--- src/rtl/mul_sched_ctrl_pkg.sv ---
// Shared constants for the multiplier scheduling controller: op codes,
// register-file size, pipeline depth and a small popcount helper.
package mul_sched_ctrl_pkg;

    localparam int         REG_SIZE   = 32;
    localparam int         MUL_STAGES = 5;
    localparam logic [4:0] ALUOP_MUL  = 5'b01010;

    function automatic logic [2:0] popcount5(input logic [4:0] v);
        logic [2:0] cnt;
        cnt = '0;
        for (int i = 0; i < 5; i++) begin
            cnt = cnt + 3'(v[i]);
        end
        return cnt;
    endfunction

endpackage

--- src/rtl/mul_stage_tag.sv ---
// One multiplier pipeline stage tag: valid bit plus destination register,
// with shift/advance, data load enable and a kill input.
module mul_stage_tag
    import mul_sched_ctrl_pkg::*;
#(
    parameter int W = 5
) (
    input  logic         clk,
    input  logic         rst_n,
    input  logic         adv_i,
    input  logic         en_i,
    input  logic         clr_i,
    input  logic         valid_i,
    input  logic [W-1:0] dst_i,
    output logic         valid_o,
    output logic [W-1:0] dst_o
);

    logic         valid_q, valid_d;
    logic [W-1:0] dst_q, dst_d;

    // A kill wins over everything; bubbles still shift the valid bit but
    // leave the destination untouched since the stage is not enabled.
    always_comb begin
        valid_d = valid_q;
        dst_d   = dst_q;
        if (clr_i) begin
            valid_d = 1'b0;
        end else if (adv_i) begin
            valid_d = valid_i;
        end
        if (en_i) begin
            dst_d = dst_i;
        end
    end

    always_ff @(posedge clk or negedge rst_n) begin
        if (!rst_n) begin
            valid_q <= 1'b0;
            dst_q   <= '0;
        end else begin
            valid_q <= valid_d;
            dst_q   <= dst_d;
        end
    end

    assign valid_o = valid_q;
    assign dst_o   = dst_q;

endmodule

--- src/rtl/mul_sched_ctrl.sv ---
// Issue, stall, flush and writeback-arbitration control for the 5-stage
// multiplier pipeline; tracks in-flight destinations for WAW blocking.
module mul_sched_ctrl
    import mul_sched_ctrl_pkg::*;
#(
    parameter int M_STAGES   = MUL_STAGES,
    parameter int REG_ADDR_W = 5
) (
    input  logic                  clk,
    input  logic                  rst_n,
    input  logic                  issue_valid,
    input  logic [4:0]            issue_aluop,
    input  logic [REG_ADDR_W-1:0] issue_dst,
    output logic                  issue_ready,
    input  logic                  hold,
    input  logic                  flush,
    input  logic                  alu_wb_req,
    output logic                  alu_wb_stall,
    output logic [M_STAGES-1:0]   stage_en,
    output logic [M_STAGES-1:0]   stage_valid,
    output logic                  wb_valid,
    output logic [REG_ADDR_W-1:0] wb_dst,
    output logic [REG_SIZE-1:0]   busy_mask,
    output logic [2:0]            occupancy
);

    logic [M_STAGES-1:0]   vin;
    logic [M_STAGES-1:0]   valid;
    logic [REG_ADDR_W-1:0] dst_q [M_STAGES];
    logic                  accept;

    always_comb begin
        busy_mask = '0;
        for (int i = 0; i < M_STAGES; i++) begin
            if (valid[i] && (dst_q[i] != '0)) begin
                busy_mask[dst_q[i]] = 1'b1;
            end
        end
    end

    // busy_mask covers M5 too, so a dst retiring this cycle still blocks.
    assign issue_ready = (issue_aluop == ALUOP_MUL) & ~hold & ~flush
                       & ~busy_mask[issue_dst];
    assign accept      = issue_valid & issue_ready;

    always_comb begin
        vin    = '0;
        vin[0] = accept;
        for (int i = 1; i < M_STAGES; i++) begin
            vin[i] = valid[i-1] & ~flush;
        end
    end

    assign stage_en = {M_STAGES{~hold}} & vin;

    for (genvar g = 0; g < M_STAGES; g++) begin : g_stage
        logic [REG_ADDR_W-1:0] dst_in;
        logic                  kill;

        if (g == 0) begin : g_head
            assign dst_in = issue_dst;
        end else begin : g_body
            assign dst_in = dst_q[g-1];
        end

        // M5 is never killed: it either retires or stays frozen under hold.
        assign kill = (g < M_STAGES - 1) ? flush : 1'b0;

        mul_stage_tag #(
            .W (REG_ADDR_W)
        ) u_tag (
            .clk     (clk),
            .rst_n   (rst_n),
            .adv_i   (~hold),
            .en_i    (stage_en[g]),
            .clr_i   (kill),
            .valid_i (vin[g]),
            .dst_i   (dst_in),
            .valid_o (valid[g]),
            .dst_o   (dst_q[g])
        );
    end

    assign stage_valid  = valid;
    assign wb_dst       = dst_q[M_STAGES-1];
    assign wb_valid     = valid[M_STAGES-1] & ~hold & (dst_q[M_STAGES-1] != '0);
    assign alu_wb_stall = alu_wb_req & wb_valid;
    assign occupancy    = popcount5(valid);

endmodule

--- config.mk ---
export PLATFORM = sky130hd
export DESIGN_NAME = mul_sched_ctrl
export DESIGN_NICKNAME = d
export VERILOG_FILES = /design/src/rtl/mul_sched_ctrl_pkg.sv /design/src/rtl/mul_stage_tag.sv /design/src/rtl/mul_sched_ctrl.sv
export SDC_FILE = /design/constraint.sdc
export NUM_CORES = 1
export LEC_CHECK = 0
export CORE_ASPECT_RATIO = 1.75
export CORE_UTILIZATION = 64
export DETAILED_ROUTE_END_ITERATION = 8
export DONT_BUFFER_PORTS = 1
export PLACE_DENSITY = 0.8
export SLEW_MARGIN = 0
export SYNTH_ARGS = -nofsm -noshare
export SYNTH_HDL_FRONTEND = slang
export SYNTH_SLANG_ARGS = --single-unit
--- constraint.sdc ---
create_clock -name clk -period 3.5 [get_ports clk]
set_input_delay 0.525 -clock clk [delete_from_list [all_inputs] [get_ports clk]]
set_output_delay 0.525 -clock clk [all_outputs]
set_load 0.01 [all_outputs]
==> results_dict.tcl <==
set metrics [dict create \
    critPathArrivalTime_ps 2860 \
    critPathCaptureType "output port" \
    startpoint_type "flop" \
    yosys_warnings 0 \
    seq_area_frac_synth 0.2282 \
    grt_pass1_wl_mm 17.76 \
    drc 0 \
    rsz0062_at_grt "no" \
    drv_cap 0 \
    vias 3415 \
    gr-total-overflow 0 \
    cts-root-buf "clkbuf_8" \
    start_util 0.6666 \
    htree_levels 2 \
    clkTransAtPathRegs_ps 60 \
    synthMuxAreaShare 0.09243 \
    synth_top_area_share 0.2282 \
    hold_viol 0 \
    dieHeight_um 96.84 \
    setup_violations 0 \
    synth_top_family_by_area "simple AND/OR/NAND/NOR gates" \
    synth.distinct_cells 71 \
    clock_path_buffers 2 \
    synthAdderAreaFrac 0.01598 \
    slew-limit-headroom 0.4271 \
    final_core_util 0.6630 \
    grt.total_usage 0.4275 \
    place.gp.congestion 1.062 \
    critPathKind "flop to output port" \
    synth-edff-count 0 \
    n_antenna_cell 0 \
    max_freq_ghz 0.2957 \
    drive_gt1_frac 0.1791 \
    cts_tree "done" \
    dp_hpwl_mm 9.034 \
    synth_xor_xnor_area_share 0 \
    drt_wl_total_mm 11.59 \
    die_w_um 56.20 \
    min_path_type "input port to asynchronous set/reset pin" \
    placed_cells 408 \
    core_um2 4935 \
    io_pins 69 \
    grt_max_degree 31 \
    syn2layout_area_growth_pct -0.5325 \
    p_leak_nw 1.283 \
    rows 34 \
    ant_nets 0 \
    synth-compound-area-share 0.2229 \
    port_buffers 0 \
    numCtsBuffers 5 \
    cts_sinks 30 \
    async_reset_ff_frac 1.000 \
    required_ps 2970 \
    grt_pass1_vias 3279 \
    layout_min_cycle_time_ps 3382 \
    synth_area_leader_cell "dfrtp_1" \
    synth_area_um2 3289 \
    fin_cells 417 \
    worst_clock_skew_ps 9.704 \
    power_density_nw_per_um2 210.0 \
    synth_nets 412 \
    dieArea_um2 5442 \
    synthFlopType "dfrtp_1" \
    ys_ff_latch 30 \
    viasPerCell 8.189 \
    drt_iter0_drc 377 \
    drv_slew 0 \
    layout.nets 382 \
    fillers 428 \
    status "finished, final reports clean" \
    postSynthCellCount 393 \
    synthSimpleGateAreaFrac 0.3473 \
    firstDrtPassIters 5 \
    wl_per_cell_um 27.79 \
    worst_slew_pin_slew_ps 847.4 \
    antenna_found_initial 0 \
    syn_area_per_cell_um2 8.370 \
    ir_drop_v 0.0002791 \
    tns_ps 0 \
    synthTopCellsByArea "dfrtp_1 23%, mux2_2 6.5%, o22ai_1 6.3%, nand4b_1 4.3%, nor2_1 3.8%" \
    cp_max_fo 10 \
    multi_input_area_um2 2255 \
    fin_crit_sh 0.9663 \
    clock_latency_ps 280 \
    regArea_um2 757.0 \
]
==> cells in the final DEF (no fill, tap or decap), types with 4 or more instances in the layout <==
cell type and count:
nor4b_1 4, nor2_1 33, o21ai_0 6, mux2_2 19
clkbuf_8 5, and2_1 10, o22ai_1 33, inv_1 7
nand2_1 22, nand2b_1 14, dfrtp_1 25, nand3_1 11
nand4b_1 16, nor4bb_1 7, nor2b_1 11, mux2_4 4
dfrtp_2 5, or2_2 5, or3_1 12, a22oi_1 12
buf_4 9, nor3_1 7, nand4_1 6
==> registers in the layout, summed over array words and instances (netlist names) <==
| signal | flops |
|---|---|
| g_stage.u_tag.dst_o | 25 |
| g_stage.u_tag.valid_o | 5 |
==> per-stage QoR <==
| stage | power, mW | instance area [um2] | hold WS [ps] | setup WS (ps) |
|---|---|---|---|---|
| global route | 0.7093 | 3272 | 62.19 | 8.759 |
| CTS | 0.6868 | 3239 | 60.70 | 51.68 |
| global placement | 0.4243 | 3141 | 229.9 | 385.0 |
| floorplan | 0.4169 | 3289 | 229.4 | 600.3 |
| finish | 0.6872 | 3272 | 58.87 | 117.9 |
| detailed placement | 0.4253 | 3141 | 229.8 | 359.5 |
==> logic make-up after synthesis <==
logic type,after synthesis
simple gates,182
compound gates,97
buf+inv,54
flops,30
mux,26
fa+ha+maj,3
other cells,1
==> synthesized netlist by cell type, types with 12 or more instances <==
cell type / n
buf_2: 18
nand2_1: 22
nand2b_1: 14
buf_4: 16
nand4b_1: 16
mux2_2: 19
o22ai_1: 33
or3_1: 12
dfrtp_1: 30
a22oi_1: 12
nor2_1: 33
==> power by group <==
group          switching (mW)  total [mW]  internal (mW)
Combinational          0.0393      0.0669         0.0276
Clock                   0.122       0.255          0.133
Sequential             0.0135       0.365          0.352
Total                   0.175       0.687          0.512
==> final cells by class <==
cell class | instances | share of cell area
Inverter | 7 | 0.008031
Sequential cell | 30 | 0.2314
Tap cell | 54 | 0.02065
Clock inverter | 2 | 0.003059
Timing Repair Buffer | 10 | 0.02677
Multi-Input combinational cell | 309 | 0.6891
Clock buffer | 5 | 0.02103
==> worst max-delay path, cell delays in order, from the launching register on <==
cell and delay, ps:
dfrtp_1 560, nand2b_1 320, o22ai_1 110, or4_4 470, a22o_1 220, a211oi_2 200, o32ai_2 160, a211oi_4 530
==> worst paths after layout <==
kind / slack, ps / cells past startpoint / start / end
max in group asynchronous: 3260 / 1 / rst_n / g_stage[4].u_tag.dst_o[0]
min in group clk: 290 / 1 / flush / g_stage[2].u_tag.valid_o
min reg2reg: 600 / 1 / g_stage[4].u_tag.dst_o[3] / g_stage[4].u_tag.dst_o[3]
min: 60 / 1 / rst_n / g_stage[1].u_tag.dst_o[3]
max reg2reg: 460 / 8 / g_stage[0].u_tag.dst_o[0] / g_stage[0].u_tag.dst_o[3]
max: 120 / 7 / g_stage[0].u_tag.dst_o[0] / stage_en[0]
==> metal layers <==
| metal | track usage | wire length [um] | up-vias |
|---|---|---|---|
| met1 | 0.4957 | 4130 | 1623 |
| met3 | 0.07754 | 963 | 69 |
| met2 | 0.7051 | 5676 | 276 |
| met4 | 0.2795 | 817 | 0 |
| li1 | - | - | 1447 |
| met5 | 0 | 0 | - |
==> what timing repair did <==
item / in CTS / in global routing
hold endpoints to repair: 30 / 0
resized for setup: 0 / 8
setup buffers: 0 / 1
hold buffers: 1 / 0
endpoints found under the setup margin: 0 / 2
Power figures use the tool's default switching activity.
